===== src/rtl/dmem_pkg.sv =====
// Shared types and helpers for the data-memory load/store front-end.
// Latency: none (declarations and pure functions only).
// Backpressure: not applicable.
package dmem_pkg;

  // CPU memory-stage operation codes; bit 3 marks a store, bits [1:0] the size.
  typedef enum logic [3:0] {
    LB  = 4'd0,
    LH  = 4'd1,
    LW  = 4'd2,
    LBU = 4'd4,
    LHU = 4'd5,
    SB  = 4'd8,
    SH  = 4'd9,
    SW  = 4'd10
  } mem_op_t;

  typedef enum logic [1:0] {
    IDLE  = 2'd0,
    READ  = 2'd1,
    WRITE = 2'd2,
    RESP  = 2'd3
  } acc_state_t;

  typedef enum logic [1:0] {
    SZ_BYTE = 2'd0,
    SZ_HALF = 2'd1,
    SZ_WORD = 2'd2,
    SZ_NONE = 2'd3
  } mem_size_t;

  function automatic logic is_store(input mem_op_t op);
    return op[3];
  endfunction

  function automatic mem_size_t size_of(input mem_op_t op);
    return mem_size_t'(op[1:0]);
  endfunction

  // Only the eight encodings above are legal; anything else faults.
  function automatic logic is_known(input logic [3:0] op);
    logic known;
    case (op)
      4'd0, 4'd1, 4'd2, 4'd4, 4'd5, 4'd8, 4'd9, 4'd10: known = 1'b1;
      default:                                         known = 1'b0;
    endcase
    return known;
  endfunction

endpackage


===== src/rtl/dmem_lane_align.sv =====
// Little-endian lane steering: merges store data into a word and extracts/extends load data.
// Latency: purely combinational.
// Backpressure: none; outputs follow inputs in the same cycle.
module dmem_lane_align
  import dmem_pkg::*;
(
  input  logic [31:0] held_word,
  input  logic [31:0] store_data,
  input  logic [31:0] load_word,
  input  logic [1:0]  addr_lo,
  input  mem_op_t     op,
  output logic [31:0] merged_word,
  output logic [31:0] load_data
);

  logic [7:0]  load_byte;
  logic [15:0] load_half;

  // Store merge: replace only the addressed lane of the held word.
  always_comb begin
    merged_word = held_word;
    case (size_of(op))
      SZ_BYTE: begin
        case (addr_lo)
          2'd0:    merged_word[7:0]   = store_data[7:0];
          2'd1:    merged_word[15:8]  = store_data[7:0];
          2'd2:    merged_word[23:16] = store_data[7:0];
          default: merged_word[31:24] = store_data[7:0];
        endcase
      end
      SZ_HALF: begin
        if (addr_lo[1]) merged_word[31:16] = store_data[15:0];
        else            merged_word[15:0]  = store_data[15:0];
      end
      default: merged_word = store_data;
    endcase
  end

  // Load extract: pick the lane, then sign- or zero-extend by opcode.
  always_comb begin
    case (addr_lo)
      2'd0:    load_byte = load_word[7:0];
      2'd1:    load_byte = load_word[15:8];
      2'd2:    load_byte = load_word[23:16];
      default: load_byte = load_word[31:24];
    endcase
    load_half = addr_lo[1] ? load_word[31:16] : load_word[15:0];
    case (op)
      LB:      load_data = {{24{load_byte[7]}}, load_byte};
      LBU:     load_data = {24'd0, load_byte};
      LH:      load_data = {{16{load_half[15]}}, load_half};
      LHU:     load_data = {16'd0, load_half};
      LW:      load_data = load_word;
      default: load_data = 32'd0;
    endcase
  end

endmodule


===== src/rtl/dmem_access_unit.sv =====
// Byte/half/word load-store front-end for a word-only memory; sub-word stores are read-modify-write. Optional macro MISALIGN_TRAP_EN faults misaligned half/word accesses.
// Latency accept->resp: load 2, SW 2, SB/SH 3, fault 1 cycle.
// Backpressure: req_ready is high only in IDLE; one request in flight, next accept the cycle after resp_valid.
module dmem_access_unit
  import dmem_pkg::*;
#(
  parameter int          NLOC      = 64,
  parameter logic [31:0] BASE_ADDR = 32'h0000_0000
) (
  input  logic        clk,
  input  logic        rst_n,
  input  logic        req_valid,
  output logic        req_ready,
  input  logic [3:0]  req_op,
  input  logic [31:0] req_addr,
  input  logic [31:0] req_wdata,
  output logic        resp_valid,
  output logic [31:0] resp_rdata,
  output logic        resp_fault,
  output logic        mem_wr,
  output logic [31:0] mem_addr,
  output logic [31:0] mem_writedata,
  input  logic [31:0] mem_readdata
);

  localparam logic [31:0] NLOC_W = 32'(NLOC);

  acc_state_t  state_q, state_d;
  mem_op_t     op_q;
  logic [1:0]  addr_lo_q;
  logic [31:0] wdata_q;
  logic [31:0] hold_q;
  logic [31:0] mem_addr_q;
  logic [31:0] rdata_q;
  logic        fault_q;

  mem_op_t     req_op_t;
  logic [29:0] off_word;
  logic        range_fault;
  logic        align_fault;
  logic        req_fault;
  logic        accept;
  logic [31:0] merged_word;
  logic [31:0] load_data;

  assign req_op_t = mem_op_t'(req_op);
  assign accept   = (state_q == IDLE) && req_valid;

  // Request decode: range check on the word index relative to BASE_ADDR (word aligned).
  always_comb begin
    off_word    = req_addr[31:2] - BASE_ADDR[31:2];
    range_fault = (req_addr < BASE_ADDR) || ({2'b00, off_word} >= NLOC_W);
`ifdef MISALIGN_TRAP_EN
    align_fault = ((size_of(req_op_t) == SZ_HALF) && req_addr[0]) ||
                  ((size_of(req_op_t) == SZ_WORD) && (req_addr[1:0] != 2'b00));
`else
    align_fault = 1'b0;
`endif
    req_fault   = !is_known(req_op) || range_fault || align_fault;
  end

  dmem_lane_align u_lane_align (
    .held_word   (hold_q),
    .store_data  (wdata_q),
    .load_word   (mem_readdata),
    .addr_lo     (addr_lo_q),
    .op          (op_q),
    .merged_word (merged_word),
    .load_data   (load_data)
  );

  // State register; async reset drops any in-flight transaction and mem_wr with it.
  always_ff @(posedge clk or negedge rst_n) begin
    if (!rst_n) state_q <= IDLE;
    else        state_q <= state_d;
  end

  // Next-state and handshake/memory strobes, all decoded from the current state.
  always_comb begin
    state_d       = state_q;
    req_ready     = 1'b0;
    resp_valid    = 1'b0;
    mem_wr        = 1'b0;
    mem_writedata = 32'd0;
    case (state_q)
      IDLE: begin
        req_ready = 1'b1;
        if (req_valid) begin
          if (req_fault)                                         state_d = RESP;
          else if (is_store(req_op_t) && size_of(req_op_t) == SZ_WORD) state_d = WRITE;
          else                                                   state_d = READ;
        end
      end
      READ: begin
        state_d = is_store(op_q) ? WRITE : RESP;
      end
      WRITE: begin
        mem_wr        = 1'b1;
        mem_writedata = (size_of(op_q) == SZ_WORD) ? wdata_q : merged_word;
        state_d       = RESP;
      end
      default: begin
        resp_valid = 1'b1;
        state_d    = IDLE;
      end
    endcase
  end

  // Datapath: latch the request at accept, capture the memory word in READ,
  // and load the response registers on entry to RESP so they hold until the next one.
  always_ff @(posedge clk or negedge rst_n) begin
    if (!rst_n) begin
      op_q       <= LB;
      addr_lo_q  <= 2'b00;
      wdata_q    <= 32'd0;
      hold_q     <= 32'd0;
      mem_addr_q <= 32'd0;
      rdata_q    <= 32'd0;
      fault_q    <= 1'b0;
    end else begin
      case (state_q)
        IDLE: begin
          if (accept) begin
            op_q      <= req_op_t;
            addr_lo_q <= req_addr[1:0];
            wdata_q   <= req_wdata;
            if (req_fault) begin
              rdata_q <= 32'd0;
              fault_q <= 1'b1;
            end else begin
              mem_addr_q <= {req_addr[31:2], 2'b00};
            end
          end
        end
        READ: begin
          hold_q <= mem_readdata;
          if (!is_store(op_q)) begin
            rdata_q <= load_data;
            fault_q <= 1'b0;
          end
        end
        WRITE: begin
          rdata_q <= 32'd0;
          fault_q <= 1'b0;
        end
        default: ;
      endcase
    end
  end

  assign mem_addr   = mem_addr_q;
  assign resp_rdata = rdata_q;
  assign resp_fault = fault_q;

endmodule

===== config.mk =====
export PLATFORM = sky130hd
export DESIGN_NAME = dmem_access_unit
export DESIGN_NICKNAME = d
export VERILOG_FILES = /design/src/rtl/dmem_pkg.sv /design/src/rtl/dmem_lane_align.sv /design/src/rtl/dmem_access_unit.sv
export SDC_FILE = /design/constraint.sdc
export NUM_CORES = 1
export LEC_CHECK = 0
export CAP_MARGIN = 15
export CORE_ASPECT_RATIO = 1.4
export CORE_MARGIN = 1
export CORE_UTILIZATION = 49
export CTS_BUF_LIST = sky130_fd_sc_hd__clkbuf_4 sky130_fd_sc_hd__clkbuf_8
export DETAILED_ROUTE_END_ITERATION = 12
export GPL_TIMING_DRIVEN = 0
export PLACE_DENSITY = 0.94
export SETUP_SLACK_MARGIN = 0.1
export SYNTH_ARGS = -nofsm -noshare
export SYNTH_HDL_FRONTEND = slang
export SYNTH_HIERARCHICAL = 1
export SYNTH_SLANG_ARGS = --single-unit
export TNS_END_PERCENT = 100

===== constraint.sdc =====
create_clock -name clk -period 2.39 [get_ports clk]
set_input_delay 0.3585 -clock clk [delete_from_list [all_inputs] [get_ports clk]]
set_output_delay 0.3585 -clock clk [all_outputs]
set_load 0.01 [all_outputs]

==> results of run 1 <==
[where the power goes]
part / switching, mW / leakage (nW) / internal [mW]
combinational: 4.50 / 2.76 / 4.03
sequential: 0.993 / 1.72 / 3.02
clock: 1.04 / 0.191 / 0.771
total: 6.53 / 4.66 / 7.83
[per-stage QoR]
stage	instance area, um2	TNS (ps)
floorplan	7000	0
global placement	9230	-574030
detailed placement	9260	-14660
CTS	10200	-121
global route	10400	-6590
finish	10400	-4770
[Yosys cell counts (2+ instances only)]
library cell,count
buf_6,4
a221o_1,9
mux2_1,6
buf_4,4
o32a_1,7
nand2_1,124
nor4b_2,2
a22o_1,40
o21ai_1,6
a21o_1,8
nor2b_1,34
inv_1,5
mux2_2,86
buf_2,14
dfrtp_1,135
nor2_1,4
o22ai_1,23
nand2b_1,4
nor3_1,2
o21ai_0,12
mux2i_1,25
nand4_1,2
nor2_2,2
nor4_1,6
buf_1,2
a211oi_1,2
ha_1,4
clkbuf_1,24
a21oi_1,44
[cell usage in the layout, fill, tap and decap left out, drive strengths merged, types with 3 or more instances in the layout]
cell type / netlist / final
o22ai: 23 / 23
ha: 4 / 4
o32a: 7 / 7
nor4: 7 / 7
mux2i: 25 / 25
a21o: 8 / 8
a221o: 10 / 10
inv: 5 / 12
a21oi: 44 / 44
dfrtp: 135 / 135
o21ai: 19 / 19
nand2b: 4 / 4
clkinv: 1 / 8
nor2b: 35 / 35
a22o: 40 / 40
a211oi: 3 / 3
clkbuf: 24 / 39
clkdlybuf4s50: 0 / 167
mux2: 92 / 92
buf: 24 / 88
nor3: 3 / 3
nor2: 6 / 6
nand2: 124 / 125
[worst min-delay path by stage]
stage,endpoint,depth (start not counted),startpoint
3_5_place_dp,mem_addr[10],1,rst_n
4_1_cts,mem_addr[10],2,rst_n
3_3_place_gp,mem_addr[4],1,mem_addr[4]
6_report,mem_addr[2],2,rst_n
2_1_floorplan,addr_lo_q[0],0,rst_n
5_1_grt,mem_addr[4],2,rst_n
[per-layer routing]
metal / share of wire [%] / track usage (%) / up-vias / wire length [um]
met5: 0 / 0 / - / 0
met3: 9.8 / 8.75 / 229 / 2700
met1: 34 / 41.8 / 3336 / 9270
met4: 8.1 / 22.9 / 0 / 2230
li1: - / - / 2870 / -
met2: 49 / 60.5 / 699 / 13400
[state kept, by name, indices dropped and copies added (netlist names)]
name,flops
hold_q,32
mem_addr,30
resp_fault,1
state_q,2
resp_rdata,32
op_q,4
addr_lo_q,2
wdata_q,32
[area by class of cell]
cell class | instances | area [um2] | share of cell area, %
multi-input cells | 470 | 3880 | 37.1
flip-flops and latches | 135 | 3380 | 32.4
inverters | 6 | 37.5 | 0.359
well taps | 185 | 231 | 2.22
clock inverters | 14 | 114 | 1.09
plain buffers | 48 | 394 | 3.77
repair buffers | 229 | 2160 | 20.7
clock buffers | 18 | 248 | 2.37
[cell families (layout without fill, tap and decap cells)]
logic type	count (synthesis)	in the layout	share of synthesized area, %
simple gates	189	190	12.9
compound gates	156	156	15.6
flops	135	135	48.3
mux	118	118	18.7
buf+inv	54	315	3.79
fa+ha+maj	4	4	0.716
other cells	1	2	0.0536
[worst max-delay path, delay by kind of cell (launching register included)]
| kind | cells | cell delay (ps) |
|---|---|---|
| flip-flops | 1 | 490 |
| AO/OA/AOI/OAI | 3 | 500 |
| AND/OR/NAND/NOR | 2 | 430 |
| buffers and inverters | 3 | 440 |
[timing repair]
action | 4_1_cts | 5_1_grt
endpoints found under the setup margin | 32 | 53
setup buffers | 23 | 5
pin swaps | 49 | 29
gates cloned | 1 | 0
hold endpoints to repair | 51 | 0
hold buffers | 1 | 0
gates resized for setup | 262 | 58
==> results by group, run 1 <==
Synth
  • Syn Std Cell Area: 6990 um2
  • Mapped Cells: 657
  • Area share of the largest cell type after synthesis: 48.3%
  • Sequential share of the synthesized area: 48.3%
  • EDFF count, synth: 0
  • FF+latch count, synth: around 140
  • Yosys warns: 6
  • Leading area contributor after synthesis: dfrtp_1
  • Area contributors post-synth: dfrtp_1 (48%), mux2_2 (14%), nand2_1 (6.7%), a22o_1 (5.0%), mux2i_1 (3.6%)
  • Most common flop cell mapped by yosys: dfrtp_1
  • Async SR Flop Fraction: between 90% and 100%
  • Avg Cell Area, Syn: 10.6 um2
  • Netlist cell types: 46

STA
  • PnR worst setup slack: -302 ps
  • Final-report setup violation count: 32
  • Max Slew Vio Count: 0
  • Tcrit/Tclk final: 113%
  • Max-slew headroom: 45.4%
  • Final hold vios: 0
  • Clk_skew: 13.7 ps
  • Hold_ws: 412 ps
  • Crit path time final: between 2000 and 3000 ps
  • Max Freq: 371 MHz
  • Worst Tran Pin Value: between 800 and 900 ps
  • RSZ-0062 raised after global routing: true

Routing
  • Routed wire length: 27600 um
  • 1st-iter DRT viols: 653
  • Wire per inst: 25.0 um
  • DR vias/cell: 6.46
  • DRC errors left: 0
  • Vias: just over 7000
  • Post-route ant nets: 0
  • Drt first pass iters: 7

Outcome
  • Failing checks: negative setup slack
  • Status: finished with violations

Placed design
  • Dpl hpwl: ~16000 um
  • RePlAce Congestion: 0.913
  • Placed Cells: approximately 1000
  • DP Worst Slack: -752 ps
  • IO buf count: 200

Power
  • Final Total Pwr: 14.4 mW
  • Static leakage: between 4 and 5 nW
  • Pwr/cell area: approximately 1400 nW/um2
  • Maximum vdd ir drop: roughly 0.00081 V

Setup path
  • Critical Path End: mem_writedata[9]
  • RR Startpoint: op_q[0]
  • Worst reg-to-reg path cell count: 8
  • Worst Setup Path Type: flop to output port
  • Reg2reg setup slack: 100 ps
  • Slowest CP cell: dfrtp_2
  • Setup crit start: addr_lo_q[0]
  • Critical Path AT: 2330 ps
  • Cells along the critical path: inv_4 > nor4_4 > buf_6 > a22o_1 > a21o_1 > nand2_1 > a21oi_2 > buf_2
  • Worst setup SP type: flop
  • Reg2Reg Capture Point: resp_rdata[6]
  • Setup crit end kind: output port
  • Critical Path Max Stage Delay: between 400 and 500 ps
  • CP required: 2030 ps
  • CP max FO: 8

Clock tree
  • Clock insertion delay at the later pin of the skew report: 470 ps
  • CTS buffer count: 17
  • CTS Sinks: 135
  • Root Driver: clkbuf_8
  • H-tree depth: 4
  • Clk pin slew, worst setup/hold paths: 90 ps
  • CTS tree: done
  • CTS Buffer Depth: 2

Finish
  • Layout Nets: roughly 1000
  • Finished Layout Cells: 1105
  • Area growth, synth to finish: 49.3%
  • Final core occ: 75.1%
  • Diode count: 0
  • Fill count: 865
  • Layout cells sized above 1: around 34%

Floorplan
  • Die area: 14800 um2
  • Initial core utilization: around half
  • Die Wd: 103 um
  • # IOs: 203
  • Core area: 13900 um2
  • Row count: 51
  • Die Y: 143 um

Global routing
  • Initial antenna violation count: 0
  • Pin count of the biggest net entering global routing: 85
  • GRT Total Usage: around 36%
  • Total grt overflow: 0
  • Global-route wire length before repair: 39700 um
  • Vias in the first global route: slightly above 7000

Hold path
  • Hold Crit Class: input port to asynchronous set/reset pin

Job
  • Max Cap Viol: 0
(Power assumes the default switching activity.)
==> run 2: changes to the inputs <==
--- a/config.mk
+++ b/config.mk
@@ -5,7 +5,7 @@
 export SDC_FILE = /design/constraint.sdc
 export NUM_CORES = 1
 export LEC_CHECK = 0
-export CAP_MARGIN = 15
+export CAP_MARGIN = 20
 export CORE_ASPECT_RATIO = 1.4
 export CORE_MARGIN = 1
 export CORE_UTILIZATION = 49
@@ -14,6 +14,7 @@
 export GPL_TIMING_DRIVEN = 0
 export PLACE_DENSITY = 0.94
 export SETUP_SLACK_MARGIN = 0.1
+export SKIP_LAST_GASP = 1
 export SYNTH_ARGS = -nofsm -noshare
 export SYNTH_HDL_FRONTEND = slang
 export SYNTH_HIERARCHICAL = 1
==> results by group, run 2 (synthesis results as in run 1) <==
STA
  • Clk_skew: 15.8 ps (was 13.7 ps)
  • PnR worst setup slack: -199 ps (was -302 ps)
  • Tcrit/Tclk final: 108% (was 113%)
  • Setup TNS: -3130 ps (was -4770 ps)
  • RSZ-0062 raised after global routing: true (unchanged)
  • Max-slew headroom: 44.7% (was 45.4%)
  • Max Freq: 386 MHz (was 371 MHz)
  • Max Slew Vio Count: 0 (unchanged)
  • Crit path time final: 2590 ps (was 2690 ps)
  • Final hold vios: 0 (unchanged)
  • Final-report setup violation count: 31 (was 32)
  • Worst Tran Pin Value: 829 ps (was 819 ps)

Routing
  • Vias: 7100 (was 7134)
  • Drt first pass iters: 7 (unchanged)
  • DR vias/cell: 6.43 (was 6.46)
  • 1st-iter DRT viols: 637 (was 653)
  • Wire per inst: 24.6 um (was 25.0 um)
  • DRC errors left: 0 (unchanged)
  • Post-route ant nets: 0 (unchanged)
  • Routed wire length: 27100 um (was 27600 um)

Floorplan
  • Die Wd: 103 um (unchanged)
  • Die area: 14800 um2 (unchanged)
  • Initial core utilization: 50.3% (unchanged)
  • Row count: 51 (unchanged)
  • Die Y: 143 um (unchanged)
  • # IOs: 203 (unchanged)
  • Core area: 13900 um2 (unchanged)

Hold path
  • Hold Crit Class: input port to asynchronous set/reset pin (unchanged)

Global routing
  • GRT Total Usage: 36.5% (unchanged)
  • Pin count of the biggest net entering global routing: 85 (unchanged)
  • Vias in the first global route: 7037 (unchanged)
  • Total grt overflow: 0 (unchanged)
  • Global-route wire length before repair: 39700 um (unchanged)
  • Initial antenna violation count: 0 (unchanged)

Finish
  • Diode count: 0 (unchanged)
  • Layout Nets: 1014 (unchanged)
  • Finished Layout Cells: 1105 (unchanged)
  • Layout cells sized above 1: 33.8% (was 34.1%)
  • Most common cell after layout, fill and taps aside: clkdlybuf4s50_1 (unchanged)
  • Area growth, synth to finish: 49.0% (was 49.3%)
  • Fill count: 862 (was 865)
  • Most frequent cells in the layout: clkdlybuf4s50_1 (167), dfrtp_1 (132), nand2_1 (113) (was clkdlybuf4s50_1 (167), dfrtp_1 (132), nand2_1 (110))

Setup path
  • CP max FO: 4 (was 8)
  • Worst setup SP type: flop (unchanged)
  • Worst Setup Path Type: flop to output port (unchanged)
  • Cells along the critical path: clkbuf_16 > a21oi_4 > nor2_4 > buf_4 > buf_6 > mux2_2 > nand2_1 > a21oi_1 > buf_2 (was inv_4 > nor4_4 > buf_6 > a22o_1 > a21o_1 > nand2_1 > a21oi_2 > buf_2)
  • Reg2reg setup slack: 170 ps (was 100 ps)
  • Worst reg-to-reg path cell count: 6 (was 8)
  • RR Startpoint: op_q[1] (was op_q[0])
  • Critical Path Max Stage Delay: 490 ps (about the same)
  • Setup crit start: addr_lo_q[0] (unchanged)
  • Critical Path AT: 2230 ps (was 2330 ps)
  • CP required: 2030 ps (about the same)
  • Reg2Reg Capture Point: resp_rdata[15] (was resp_rdata[6])
  • Cell family with most CP delay: buffers and inverters (was compound AO/OA/AOI/OAI gates)
  • Buf+Inv Stages, Crit Path: 4 (was 3)
  • Setup crit end kind: output port (unchanged)
  • Slowest CP cell: dfrtp_2 (unchanged)

Placed design
  • Placed Cells: 1044 (unchanged)
  • IO buf count: 200 (unchanged)
  • RePlAce Congestion: 0.913 (unchanged)
  • Dpl hpwl: 16000 um (unchanged)

Clock tree
  • Root Driver: clkbuf_8 (unchanged)
  • H-tree depth: 4 (unchanged)
  • CTS buffer count: 17 (unchanged)
  • Clk pin slew, worst setup/hold paths: 90 ps (about the same)
  • Clock insertion delay at the later pin of the skew report: 460 ps (was 470 ps)
  • CTS Buffer Depth: 2 (unchanged)
  • CTS tree: done (unchanged)
  • CTS Sinks: 135 (unchanged)

Job
  • Max Cap Viol: 0 (unchanged)

Outcome
  • Failing checks: negative setup slack (unchanged)
  • Status: finished with violations (unchanged)

Power
  • Maximum vdd ir drop: 0.000775 V (was 0.000813 V)
  • Static leakage: 4.66 nW (about the same)
  • Pwr/cell area: 1360 nW/um2 (was 1380 nW/um2)
==> run 2: worst max path at each step <==
stage                             end  cells after the start
finish               mem_writedata[0]                      9
global route         mem_writedata[8]                      8
CTS                 mem_writedata[10]                      8
detailed placement  mem_writedata[10]                      7
global placement          wdata_q[21]                      1
floorplan           mem_writedata[10]                      6
==> run 2: through the flow <==
stage / util (%) / cell area (um2) / setup WS [ps] / hold slack (ps) / power (mW)
2_1_floorplan: - / 7000 / 265 / 62.9 / 7.59
5_1_grt: 74.9 / 10400 / -244 / 448 / 14.7
6_report: 74.9 / 10400 / -199 / 429 / 14.2
3_5_place_dp: 66.6 / 9260 / -752 / 336 / 9.79
4_1_cts: 73.3 / 10200 / -30.3 / 421 / 12.8
3_3_place_gp: 66.4 / 9230 / -4170 / 468 / 9.55
==> run 2: cell type report <==
class	count	area (um2)	share of cell area, %
Buffer	48	394	3.78
Clock buffer	18	248	2.38
Clock inverter	14	114	1.09
Inverter	6	37.5	0.360
Multi-Input combinational cell	470	3870	37.1
Sequential cell	135	3380	32.4
Tap cell	185	231	2.22
Timing Repair Buffer	229	2150	20.6
==> run 2: where the power goes <==
part	internal [mW]	total [mW]	switching, mW
Clock	0.772	1.79	1.02
Combinational	4.01	8.43	4.42
Sequential	3.02	3.99	0.970
Total	7.81	14.2	6.41
==> run 2: repair_timing <==
action,4_1_cts,5_1_grt
pin swaps,49,29
gates cloned,1,0
hold buffers,1,0
setup endpoints to repair,32,53
endpoints found under the hold margin,51,0
setup buffers,23,5
resized for setup,262,53
==> run 2: metal layers <==
layer | part of all wire, % | up-vias | global-route usage, %
met3 | 9.1 | 227 | 8.75
met5 | 0 | - | 0
met2 | 49 | 613 | 60.5
li1 | - | 2869 | -
met1 | 34 | 3391 | 41.8
met4 | 8.0 | 0 | 22.9
==> run 3: changes to the inputs <==
--- a/config.mk
+++ b/config.mk
@@ -8,11 +8,13 @@
 export CAP_MARGIN = 20
 export CORE_ASPECT_RATIO = 1.4
 export CORE_MARGIN = 1
-export CORE_UTILIZATION = 49
+export CORE_UTILIZATION = 53
 export CTS_BUF_LIST = sky130_fd_sc_hd__clkbuf_4 sky130_fd_sc_hd__clkbuf_8
+export CTS_CLUSTER_SIZE = 10
 export DETAILED_ROUTE_END_ITERATION = 12
 export GPL_TIMING_DRIVEN = 0
-export PLACE_DENSITY = 0.94
+export MAX_ROUTING_LAYER = met4
+export PLACE_DENSITY = 0.95
 export SETUP_SLACK_MARGIN = 0.1
 export SKIP_LAST_GASP = 1
 export SYNTH_ARGS = -nofsm -noshare
==> constraint.sdc (replaced) <==
create_clock -name clk -period 3 [get_ports clk]
set_input_delay 0.45 -clock clk [delete_from_list [all_inputs] [get_ports clk]]
set_output_delay 0.45 -clock clk [all_outputs]
set_load 0.01 [all_outputs]
==> results by group, run 3 (synthesis results as in run 1) <==
Global routing
  • Initial antenna violation count: 0 (unchanged)
  • Global-route wire length before repair: 35000 um (was 39700 um)
  • Total grt overflow: 0 (unchanged)
  • GRT Total Usage: 34.9% (was 36.5%)
  • Vias in the first global route: 6594 (was 7037)
  • Pin count of the biggest net entering global routing: 95 (was 85)

Floorplan
  • Row count: 49 (was 51)
  • Die Y: 138 um (was 143 um)
  • # IOs: 203 (unchanged)
  • Die area: 13700 um2 (was 14800 um2)
  • Initial core utilization: 54.3% (was 50.3%)
  • Core area: 12900 um2 (was 13900 um2)
  • Die Wd: 99.1 um (was 103 um)

Placed design
  • DP Worst Slack: -147 ps (was -752 ps)
  • IO buf count: 200 (unchanged)
  • RePlAce Congestion: 0.926 (was 0.913)
  • Dpl hpwl: 15300 um (was 16000 um)

Routing
  • Wire per inst: 22.6 um (was 24.6 um)
  • DR vias/cell: 6.34 (was 6.43)
  • Post-route ant nets: 0 (unchanged)
  • 1st-iter DRT viols: 696 (was 637)
  • Routed wire length: 23900 um (was 27100 um)
  • Drt first pass iters: 6 (was 7)
  • DRC errors left: 0 (unchanged)
  • Vias: 6717 (was 7100)

Clock tree
  • CTS buffer count: 17 (unchanged)
  • Clk pin slew, worst setup/hold paths: 100 ps (was 90 ps)
  • CTS Sinks: 135 (unchanged)
  • Root Driver: clkbuf_8 (unchanged)
  • CTS Buffer Depth: 2 (unchanged)
  • CTS tree: done (unchanged)
  • H-tree depth: 4 (unchanged)
  • Clock insertion delay at the later pin of the skew report: 470 ps (was 460 ps)

Setup path
  • Reg2Reg Capture Point: resp_rdata[3] (was resp_rdata[15])
  • Worst Setup Path Type: flop to output port (unchanged)
  • CP required: 2550 ps (was 2030 ps)
  • Worst setup SP type: flop (unchanged)
  • RR Startpoint: state_q[0] (was op_q[1])
  • Reg2reg setup slack: 690 ps (was 170 ps)
  • Critical Path AT: 2460 ps (was 2230 ps)
  • Setup crit end kind: output port (unchanged)
  • Worst reg-to-reg path cell count: 7 (was 6)
  • CP max FO: 10 (was 4)

STA
  • Tcrit/Tclk final: 97.2%
  • Worst Tran Pin Value: 757 ps (was 829 ps)
  • Max-slew headroom: 49.6% (was 44.7%)
  • Max Slew Vio Count: 0 (unchanged)
  • Final hold vios: 0 (unchanged)
  • RSZ-0062 raised after global routing: true (unchanged)
  • Max Freq: 343 MHz
  • Clk_skew: 23.2 ps (was 15.8 ps)
  • Setup TNS: 0 ps (was -3130 ps)
  • Final-report setup violation count: 0 (was 31)
  • PnR worst setup slack: 85.3 ps (was -199 ps)
  • Crit path time final: between 2000 and 3000 ps

Power
  • Logic gate share of total power: 54.5% (was 59.3%)
  • Internal power: 5.75 mW (was 7.81 mW)
  • Final Total Pwr: 10.1 mW (was 14.2 mW)
  • Static leakage: 4.69 nW (was 4.66 nW)
  • Clock power share: 15.1% (was 12.6%)
  • Pwr/cell area: 1020 nW/um2 (was 1360 nW/um2)
  • Maximum vdd ir drop: 0.000587 V (was 0.000775 V)
  • Sequential power share: 30.3% (was 28.1%)
  • Net Sw Power: 4.30 mW (was 6.41 mW)
  • Sw Ratio: 42.8% (was 45.1%)

Finish
  • Most common cell after layout, fill and taps aside: clkdlybuf4s50_1 (unchanged)
  • Most frequent cells in the layout: clkdlybuf4s50_1 (167), dfrtp_1 (132), nand2_1 (122) (was clkdlybuf4s50_1 (167), dfrtp_1 (132), nand2_1 (113))
  • Fill count: 765 (was 862)
  • Layout cells sized above 1: 21.3% (was 33.8%)
  • Diode count: 0 (unchanged)
  • Layout Nets: 1000 (was 1014)
  • Area growth, synth to finish: 41.5% (was 49.0%)

Outcome
  • Status: finished clean (was finished with violations)

Hold path
  • Hold Crit Class: input port to asynchronous set/reset pin (unchanged)

Job
  • Max Cap Viol: 0 (unchanged)
[run 3: cell count changes in the layout (fill, tap and decap cells not counted), sizes merged, moves of 3 or more]
cell / before / now
buf: 88 / 40
clkbuf: 39 / 45
clkinv: 8 / 3
clkinvlp: 0 / 4
dlygate4sd2: 0 / 18
dlymetal6s2s: 0 / 13
inv: 12 / 9
[run 3: worst max path at each step]
stage / start / endpoint / slack (ps)
after floorplan: op_q[1] / mem_writedata[10] / 780
after global placement: rst_n / wdata_q[22] / -3640
after detailed placement: op_q[1] / mem_writedata[8] / -150
after CTS: addr_lo_q[1] / mem_writedata[12] / -40
after global routing: op_q[0] / mem_writedata[6] / 0.5
final: op_q[0] / mem_writedata[6] / 90
[run 3: final cells by class]
class	count	area, um2	area share, %
buffer	48	297	3.00
clock buffer	21	277	2.79
clock inverter	11	113	1.14
inverter	6	27.5	0.278
multi-input combinational	469	3440	34.7
sequential	135	3380	34.2
tap	153	191	1.93
timing repair buffer	216	2170	22.0
[run 3: per-stage QoR]
stage	instance area, um2	instances	hold WS, ps	util (%)
after floorplan	7000	658	154	-
after global placement	9190	1011	467	71.4
after detailed placement	9220	1012	382	71.6
after CTS	9730	1048	470	75.6
after global routing	9890	1059	492	76.9
final	9890	1059	459	76.9
[run 3: repair_timing]
action | CTS | global route
hold buffers | 1 | 0
pin swaps | 3 | 2
gates resized for setup | 54 | 33
setup buffers | 3 | 11
hold endpoints to repair | 41 | 0
endpoints found under the setup margin | 32 | 26
[run 3: critical path, cell delays in order (launching register included)]
cell and delay [ps]:
dfrtp_1 440, buf_6 210, clkinv_4 120, a21oi_2 190
nor2_4 90, buf_4 140, mux2_2 230, nand2_1 60
a21oi_1 240, dlygate4sd2_1 300
[run 3: metal layers]
layer	wire length, um	GRT usage, %
met1	8540	39.0
met3	2220	7.81
met4	1420	19.4
met2	11700	58.4
met5	0	-
[run 3: power groups by stage]
stage	sequential [mW]	combinational [mW]	clock [mW]
4_1_cts	2.97	4.99	1.50
2_1_floorplan	2.81	3.23	0
3_3_place_gp	2.94	4.66	0
3_5_place_dp	2.97	4.80	0
6_report	3.05	5.48	1.52
5_1_grt	3.09	5.80	1.59
